==> config.mk <==
export PLATFORM = sky130hd
export DESIGN_NAME = cpu_bus_master
export DESIGN_NICKNAME = d
export VERILOG_FILES = /design/src/rtl/cpu_bus_master.sv
export SDC_FILE = /design/constraint.sdc
export NUM_CORES = 1
export LEC_CHECK = 0
export CAP_MARGIN = 15
export CELL_PAD_IN_SITES_DETAIL_PLACEMENT = 1
export CELL_PAD_IN_SITES_GLOBAL_PLACEMENT = 2
export CORE_MARGIN = 2
export CORE_UTILIZATION = 31
export CTS_BUF_LIST = sky130_fd_sc_hd__clkbuf_2
export DETAILED_ROUTE_END_ITERATION = 8
export GPL_TIMING_DRIVEN = 1
export PLACE_DENSITY_LB_ADDON = 0.1
export SETUP_SLACK_MARGIN = 0.02
export SLEW_MARGIN = 20
export SYNTH_ARGS = -nofsm -noshare
export SYNTH_HDL_FRONTEND = slang
export SYNTH_SLANG_ARGS = --single-unit
==> constraint.sdc <==
create_clock -name clk -period 3.3 [get_ports clk]
set_input_delay 0.495 -clock clk [delete_from_list [all_inputs] [get_ports clk]]
set_output_delay 0.495 -clock clk [all_outputs]
set_load 0.05 [all_outputs]
==> src/rtl/cpu_bus_master.sv <==
// NES CPU bus master: turns a req/ack handshake into M2-phased address/data cycles.
// Optional CPU_BUS_MASTER_IDLE_CYCLE_EN runs dummy reads while idle so M2 free-runs.
module cpu_bus_master #(
    parameter int unsigned T_LO = 3,
    parameter int unsigned T_HI = 3
) (
    input  logic        clk,
    input  logic        rst_n,
    input  logic        req,
    input  logic        req_rw,
    input  logic [15:0] req_addr,
    input  logic [7:0]  req_wdata,
    output logic        ack,
    output logic [7:0]  rdata,
    output logic        busy,
    output logic [15:0] cpu_addr,
    output logic        cpu_rw,
    output logic        cpu_m2,
    output logic [7:0]  cpu_dout,
    output logic        cpu_doe,
    input  logic [7:0]  cpu_din
);

    localparam int unsigned CW = 4;

    localparam logic [1:0] S_IDLE = 2'd0;
    localparam logic [1:0] S_ADDR = 2'd1;
    localparam logic [1:0] S_DATA = 2'd2;
    localparam logic [1:0] S_HOLD = 2'd3;

    logic [1:0]    state_q, state_d;
    logic [CW-1:0] cnt_q, cnt_d;
    logic [15:0]   addr_q, addr_d;
    logic          rw_q, rw_d;
    logic [7:0]    dout_q, dout_d;
    logic [7:0]    rdata_q, rdata_d;
    logic          dummy_q, dummy_d;
    logic          m2_q, m2_d;
    logic          doe_q, doe_d;
    logic          ack_q, ack_d;
    logic          busy_q, busy_d;

    // Next-state and registered-output decode
    always_comb begin
        state_d = state_q;
        cnt_d   = cnt_q;
        addr_d  = addr_q;
        rw_d    = rw_q;
        dout_d  = dout_q;
        rdata_d = rdata_q;
        dummy_d = dummy_q;

        case (state_q)
            S_IDLE: begin
                if (req) begin
                    state_d = S_ADDR;
                    cnt_d   = CW'(T_LO - 1);
                    addr_d  = req_addr;
                    rw_d    = req_rw;
                    dout_d  = req_wdata;
                    dummy_d = 1'b0;
                end
`ifdef CPU_BUS_MASTER_IDLE_CYCLE_EN
                else begin
                    // Dummy read at the last address keeps M2 running
                    state_d = S_ADDR;
                    cnt_d   = CW'(T_LO - 1);
                    rw_d    = 1'b1;
                    dummy_d = 1'b1;
                end
`endif
            end
            S_ADDR: begin
                if (cnt_q == CW'(0)) begin
                    state_d = S_DATA;
                    cnt_d   = CW'(T_HI - 1);
                end else begin
                    cnt_d = cnt_q - CW'(1);
                end
            end
            S_DATA: begin
                if (cnt_q == CW'(0)) begin
                    state_d = S_HOLD;
                    if (rw_q && !dummy_q) begin
                        rdata_d = cpu_din;
                    end
                end else begin
                    cnt_d = cnt_q - CW'(1);
                end
            end
            S_HOLD: begin
                state_d = S_IDLE;
            end
            default: begin
                state_d = S_IDLE;
            end
        endcase

        // Phase outputs follow the state being entered so they stay registered
        m2_d   = (state_d == S_DATA);
        doe_d  = (state_d == S_DATA) && !rw_d;
        ack_d  = (state_d == S_HOLD) && !dummy_d;
        busy_d = (state_d != S_IDLE);
    end

    always_ff @(posedge clk or negedge rst_n) begin
        if (!rst_n) begin
            state_q <= S_IDLE;
            cnt_q   <= '0;
            addr_q  <= '0;
            rw_q    <= 1'b1;
            dout_q  <= '0;
            rdata_q <= '0;
            dummy_q <= 1'b0;
            m2_q    <= 1'b0;
            doe_q   <= 1'b0;
            ack_q   <= 1'b0;
            busy_q  <= 1'b0;
        end else begin
            state_q <= state_d;
            cnt_q   <= cnt_d;
            addr_q  <= addr_d;
            rw_q    <= rw_d;
            dout_q  <= dout_d;
            rdata_q <= rdata_d;
            dummy_q <= dummy_d;
            m2_q    <= m2_d;
            doe_q   <= doe_d;
            ack_q   <= ack_d;
            busy_q  <= busy_d;
        end
    end

    assign ack      = ack_q;
    assign rdata    = rdata_q;
    assign busy     = busy_q;
    assign cpu_addr = addr_q;
    assign cpu_rw   = rw_q;
    assign cpu_m2   = m2_q;
    assign cpu_dout = dout_q;
    assign cpu_doe  = doe_q;

endmodule

==> flow_summary.toml <==
[synth]
synth_area_um2 = 1810
synth_top_cell_by_area = "dfrtp_1"
synth-seq-cells = 44
yosysTopAreaCellShare_pct = 59.5
ys_warn_count = 0
syn_area_per_cell_um2 = 14.6
synth_cell_types = 31
syn-instance-count = 124
syn-num-nets = 165
seq_area_frac_synth_pct = 60.9
synthTopCellsByArea = "dfrtp_1 (59%), mux2_2 (21%), ha_1 (3.5%), dfstp_2 (1.5%), inv_1 (1.5%)"

[sta]
worstMarginPinSlew_ns = 0.970
drv_slew = 0
hold_viol = 0
layout_min_cycle_time_ns = 2.31
finalCritPeriodShare_pct = 69.9
setup_viol = 0
slew_headroom_pct = 35.4
fin_skew_ns = 0.0142
tns_ns = 0
rsz0062_at_grt = "false"
fmax_mhz = 434

[floorplanning]
die_h_um = 80.4
row_count = 27
initial_utilization_pct = 32.5
die_area_um2 = 6460
core_um2 = 5570
ios = 73
fp.dieW_um = 80.4

[worst_setup_path]
r2r_end = "cpu_addr[13]$_DFFE_PN0P_"
required_ns = 2.80
crit_start = "cpu_rw$_DFF_PN1_"
crit_path_end_kind = "primary output"
crit_fanout = 3
r2r_slack_ns = 1.20
path_cells = "clkdlybuf4s50_1"
cpPeakStageDelay_ns = 0.81
cp.buffers_inverters = 1
r2r-start = "state_q[0]$_DFF_PN0_"
crit_family = "buffers and inverters"
crit_slowest_cell = "clkdlybuf4s50_1"
critPathArrivalTime_ns = 1.81
path_class = "flip-flop to primary output"
start_kind = "flip-flop"
reg2reg_depth = 5

[clocking]
cts.sinks = 44
clk_transition_reported_paths_ns = 0.23
cts_tree = "built"
htreeDepth = 2
clk_latency_ns = 0.40
cts-resized-gates = 0
ctsHoldBuffers = 0
cts-root-buf = "clkbuf_2"
cts_buffers = 5
cts_buffer_depth = 2
post_cts_buffers = 0

[global_routing]
overflow = 0
grt_pass1_wl_um = 6850
gr-usage-all-layers_pct = 14.0
grt_max_degree = 45
grt_pass1_vias = 1426
antenna_found_initial = 0

[route]
first_pass_iters = 4
wirelength_um = 4150
viasPerCell = 4.59
vias = 1261
drtAntennaViolNets = 0
dr.first_iter.drc_count = 32
wl_per_cell_um = 15.1
drc_errors = 0

[run_status]
status = "finished, final reports clean"

[final_layout]
fin_nets = 243
drive_gt1_share_pct = 25.1
syn_to_final_growth_pct = 46.8
most-common-layout-cells = "clkdlybuf4s50_1 (71), dfrtp_1 (43), mux2_2 (33)"
final_common_cell = "clkdlybuf4s50_1"
antenna_cells = 0

[place]
place_congestion = 0.717
hpwl_um = 3210
port_buffers = 72

[flow_run]
cap_violations = 0

[worst_hold_path]
hold_path_class = "primary input to asynchronous set/reset pin"
## how the worst max path moves through the flow
stage                               end  slack, ns  cells past startpoint
2_1_floorplan         cpu_doe$_DFF_PN0_       1.69                      7
3_3_place_gp    cpu_addr[9]$_DFFE_PN0P_       1.04                      4
3_5_place_dp   cpu_addr[13]$_DFFE_PN0P_       0.98                      4
4_1_cts                          cpu_rw       0.95                      1
5_1_grt                          cpu_rw       0.87                      1
6_report                         cpu_rw       0.99                      1
## Yosys cell counts (all sizes together)
cell,count
o21ai,3
o31ai,1
a21oi,2
o21a,1
o41ai,1
nand4b,1
buf,2
a21o,1
a32o,1
a211o,1
mux2,33
ha,5
nand2,3
and2,1
a31oi,1
a2bb2oi,1
dfstp,1
nor2,2
o22ai,1
inv,8
nor2b,2
nor3,3
or4,2
dfrtp,43
mux2i,1
nor3b,1
or3b,1
a22oi,1
## layer usage
metal  global-route usage (%)  wire length (µm)
met1                     15.9              1560
met4                     4.07                42
met2                     24.0              2170
met3                     5.84               377
met5                        0                 0
## logic make-up (layout without fill, tap and decap cells)
family	count (synthesis)	in the layout	synth area share, %
fa+ha+maj	5	5	3.46
flops	44	44	60.9
buf+inv	10	89	2.21
compound gates	15	15	6.09
mux	34	34	21.1
simple gates	16	16	6.22
## state kept, by name, summed over array words and instances (netlist names), 2 cells and up
register,flops
cpu_dout,8
cnt_q,4
state_q,2
rdata,8
cpu_addr,16
## metrics by stage
step	cells	setup WS, ns	utilization, %	hold slack, ns	instance area (µm²)
2_1_floorplan	124	1.69	-	0.199	1810
6_report	275	0.994	47.7	0.211	2660
5_1_grt	275	0.875	47.7	0.224	2660
3_5_place_dp	267	0.979	46.9	0.497	2610
4_1_cts	275	0.949	47.7	0.230	2660
3_3_place_gp	267	1.04	46.9	0.489	2610
## area by class of cell
class,count,area [µm²]
flip-flops and latches,44,1100
well taps,72,90.1
repair buffers,73,723
fillers,598,2920
multi-input cells,70,667
clock inverters,1,8.76
clock buffers,7,35.0
inverters,8,30.0
Power is not shown: default switching activity piles up to over one toggle a cycle in this logic, so the estimate is an artifact.
